==> src/rtl/timer_counter.sv <==
// Memory-mapped down-counting timer with one-shot and auto-reload modes.
// Register map: CTRL, PRESET, COUNT (read-only) selected by Addr[3:2].
module timer_counter #(
    parameter logic [31:0] PRESET_RST = 32'h0
) (
    input  logic        clk,
    input  logic        reset,
    input  logic [3:0]  Addr,
    input  logic        WE,
    input  logic [31:0] DIn,
    output logic [31:0] DOut,
    output logic        IRQ
);

    typedef enum logic [1:0] {
        IDLE,
        LOAD,
        CNT,
        INT
    } stateT;

    stateT       state;
    stateT       stateNext;
    logic [3:0]  ctrl;
    logic [3:0]  ctrlNext;
    logic [31:0] preset;
    logic [31:0] presetNext;
    logic [31:0] count;
    logic [31:0] countNext;
    logic        irqFlag;
    logic        flagNext;

    logic ctrlWr;
    logic presetWr;
    logic enable;
    logic autoReload;
    logic unusedBits;

    assign ctrlWr     = WE && (Addr[3:2] == 2'd0);
    assign presetWr   = WE && (Addr[3:2] == 2'd1);
    assign enable     = ctrl[0];
    assign autoReload = (ctrl[2:1] == 2'b01);
    assign unusedBits = ^{Addr[1:0], DIn[31:4]};

    always_ff @(posedge clk) begin
        if (reset) begin
            state   <= IDLE;
            ctrl    <= 4'h0;
            preset  <= PRESET_RST;
            count   <= 32'h0;
            irqFlag <= 1'b0;
        end else begin
            state   <= stateNext;
            ctrl    <= ctrlNext;
            preset  <= presetNext;
            count   <= countNext;
            irqFlag <= flagNext;
        end
    end

    always_comb begin
        stateNext  = state;
        ctrlNext   = ctrl;
        presetNext = preset;
        countNext  = count;
        flagNext   = irqFlag;
        case (state)
            IDLE: begin
                if (enable) stateNext = LOAD;
            end
            LOAD: begin
                countNext = preset;
                stateNext = CNT;
            end
            CNT: begin
                if (!enable) begin
                    stateNext = IDLE;
                end else if (count <= 32'd1) begin
                    countNext = 32'h0;
                    flagNext  = 1'b1;
                    stateNext = INT;
                end else begin
                    countNext = count - 32'd1;
                end
            end
            INT: begin
                if (autoReload) begin
                    flagNext  = 1'b0;
                    stateNext = LOAD;
                end else begin
                    ctrlNext[0] = 1'b0;
                    stateNext   = IDLE;
                end
            end
            default: stateNext = IDLE;
        endcase
        if (presetWr) begin
            presetNext = DIn;
            flagNext   = 1'b0;
        end
        // CTRL write overrides every FSM action, including a pending auto-clear of Enable
        if (ctrlWr) begin
            ctrlNext  = DIn[3:0];
            stateNext = IDLE;
            countNext = count;
            flagNext  = 1'b0;
        end
    end

    always_comb begin
        DOut = 32'h0;
        case (Addr[3:2])
            2'd0:    DOut = {28'h0, ctrl};
            2'd1:    DOut = preset;
            2'd2:    DOut = count;
            default: DOut = 32'h0;
        endcase
    end

    assign IRQ = ctrl[3] & irqFlag;

endmodule

==> config.mk <==
export PLATFORM = sky130hd
export DESIGN_NAME = timer_counter
export DESIGN_NICKNAME = d
export VERILOG_FILES = /design/src/rtl/timer_counter.sv
export SDC_FILE = /design/constraint.sdc
export NUM_CORES = 1
export LEC_CHECK = 0
export CORE_MARGIN = 3
export CORE_UTILIZATION = 55
export DETAILED_ROUTE_END_ITERATION = 8
export DONT_BUFFER_PORTS = 1
export GPL_ROUTABILITY_DRIVEN = 0
export PLACE_DENSITY_LB_ADDON = 0.3
export SETUP_SLACK_MARGIN = 0.1
export SYNTH_ARGS = -nofsm -noshare
export SYNTH_HDL_FRONTEND = slang
export SYNTH_SLANG_ARGS = --single-unit
==> constraint.sdc <==
create_clock -name clk -period 2.25 [get_ports clk]
set_input_delay 0.225 -clock clk [delete_from_list [all_inputs] [get_ports clk]]
set_output_delay 0.225 -clock clk [all_outputs]
set_load 0.02 [all_outputs]
==> flow_summary.toml <==
[outcome]
status = "finished with violations"
violations = "negative setup slack"

[synthesis]
synth_ff_type = "dfxtp_1"
ys_ff_latch = 71
syn_avg_cell_area_um2 = 7.60
syn_area_um2 = 4190
synth_edf_count = 0
synth_seq_area_share_pct = 34.0
ys_types = 52
synth_cells = 551
ys_async_sr_fraction_pct = 0
synth_nets = 596
yosysWarnings = 0

[global_route]
grt_pass1_vias = 4324
grtUsageTotal_pct = 32.6
grt_pass1_wl_um = 22300
antenna_found_initial = 0
overflow = 0
grt_max_degree = 66

[clock_tree]
cts.root.buffer_cell = "clkbuf_8"
tritoncts = "built"
clk_latency_ns = 0.36
clkSinkCount = 71
clk_path_buf_depth = 2
cts_made_buffers = 9
cts.clk_slew.worst_paths_ns = 0.07
htree_levels = 3

[power]
p_leak_nw = 1.92
vdd_drop_max_mv = 0.476
power.density_nw_per_um2 = 711

[run]
maxCapViolCount = 0

[floorplan]
core_um2 = 7330
dieWidth_um = 93.2
dieArea_um2 = 8690
pin_count = 72
initial_core_util_pct = 57.1
dieHeight_um = 93.2
placementRows = 31

[route]
via_per_inst = 6.76
finalWirelength_um = 13900
drtIter0Drc = 562
drcViolationCount = 0
drt-wirelength-per-cell_um = 20.0
via_count = 4679
drtPass1Iterations = 6
postRouteAntennaNets = 0

[layout]
syn_to_final_growth_pct = 20.3
final_cell_count_no_fill = 692
layout_commonest_cell = "nand2_1"
finalNetCount = 633
diodes = 0
nFillCells = 584
drive_gt1_share_pct = 15.7
regArea_um2 = 1420
final_cell_mix = "nand2_1 (91), dfxtp_1 (70), a21oi_1 (66)"
multi_input_area_um2 = 2550

[setup_path]
start_kind = "register"
worstPathArrival_ns = 2.50
end_kind = "register"
critPathRequiredTime_ns = 2.48
crit_fanout = 5
critPathKind = "reg2reg"

[timing]
finalCritPeriodShare_pct = 101
slew_headroom_pct = 42.1
tightest_slew_ns = 0.867
finalMaxSlewViolations = 0
setup_ws_ns = -0.0224
fmax_ghz = 0.440
clock_skew_ns = 0.00877
rsz0062_at_grt = "true"
setup_viol = 3
period_minus_slack_ns = 2.27
hold_viol_final = 0
tns_ns = -0.0364

[placement]
pre_cts_slack_ns = -0.0341
place_inst = 651
dp_hpwl_um = 9110
portBuffers = 0

[worst_hold_path]
min_path_type = "in2reg"
[registers in the layout (all words and copies together), names as in the netlist]
register	flops
irqFlag	1
state	2
count	32
preset	32
ctrl	4
[layout make-up]
cell class	count	share of cell area, %
Tap cell	99	2.46
Clock inverter	4	1.52
Inverter	19	1.42
Clock buffer	12	3.08
Timing Repair Buffer	73	12.7
Multi-Input combinational cell	414	50.6
Sequential cell	71	28.2
[layer usage]
layer  routed length [um]  GRT usage [%]
met4                  418           15.4
met3                 1790           11.5
met5                    0              0
met2                 6090           48.8
met1                 5570           41.9
[per-stage QoR]
step | hold slack (ns) | area, um2 | power (mW) | util (%)
after floorplan | 0.361 | 4190 | 1.95 | -
after global placement | 0.300 | 4500 | 2.26 | 61.3
after detailed placement | 0.302 | 4500 | 2.28 | 61.3
after CTS | 0.000849 | 5000 | 3.53 | 68.2
after global routing | 0.0101 | 5040 | 3.71 | 68.7
final | 0.0124 | 5040 | 3.58 | 68.7
[worst max-delay path: stages, from the launching register on]
cell,delay (ns)
dfxtp_1,0.32
or4_4,0.55
or4_4,0.58
o31a_4,0.37
a221oi_2,0.24
a21oi_1,0.10
[kinds of logic after synthesis]
logic type               Yosys count  share of synthesized area [%]
AO/OA/AOI/OAI                    175                           28.6
adder cells (fa/ha/maj)            6                           1.79
buffers and inverters             68                           6.64
flip-flops                        71                           34.0
multiplexers                       5                           1.20
AND/OR/NAND/NOR                  226                           27.8
[path summary, 6_finish.rpt]
check        startpoint         end  slack, ns  cells after the start
max            count[5]   count[19]      -0.02                      5
min             DIn[25]  preset[25]       0.01                      2
max reg2reg    count[5]   count[19]      -0.02                      5
min reg2reg  preset[20]  preset[20]       0.48                      2
[power by group]
part	internal [mW]	leakage (nW)	switching, mW
clock network	0.690	0.113	0.508
logic	0.373	1.24	0.677
registers	1.29	0.575	0.0407
[timing repair]
action | 4_1_cts | 5_1_grt
endpoints found under the hold margin | 65 | 0
endpoints found under the setup margin | 22 | 29
cloned | 2 | 0
resized for setup | 2 | 9
pin swaps | 7 | 3
setup buffers | 1 | 1
hold buffers | 21 | 0
[cells in the mapped netlist (3+ instances only)]
| library cell | count | area (um2) |
|---|---|---|
| nand2_1 | 91 | 342 |
| dfxtp_1 | 71 | 1420 |
| a21oi_1 | 66 | 330 |
| clkbuf_1 | 38 | 143 |
| a22o_1 | 27 | 236 |
| inv_1 | 19 | 71.3 |
| and3_1 | 18 | 113 |
| nor2_1 | 17 | 63.8 |
| nor3_1 | 16 | 80.1 |
| a31oi_1 | 14 | 87.6 |
| nand3_1 | 14 | 70.1 |
| nor4_1 | 14 | 87.6 |
| o21ai_0 | 14 | 70.1 |
| nand4_1 | 13 | 81.3 |
| or3_1 | 10 | 62.6 |
| o32ai_1 | 8 | 70.1 |
| a211oi_1 | 6 | 45.0 |
| a22oi_1 | 6 | 45.0 |
| ha_1 | 6 | 75.1 |
| o211ai_1 | 6 | 45.0 |
| a32oi_1 | 5 | 43.8 |
| buf_2 | 5 | 25.0 |
| mux2i_1 | 5 | 50.1 |
| nand2b_1 | 5 | 31.3 |
| nor2b_1 | 5 | 31.3 |
| or4_1 | 4 | 30.0 |
| and2_1 | 3 | 18.8 |
| buf_1 | 3 | 11.3 |
| nand3b_1 | 3 | 22.5 |
| nor4_2 | 3 | 37.5 |
| o31a_1 | 3 | 26.3 |
| o31ai_1 | 3 | 22.5 |
| or4_4 | 3 | 33.8 |
Note: power is estimated with default switching activity, not from simulation.
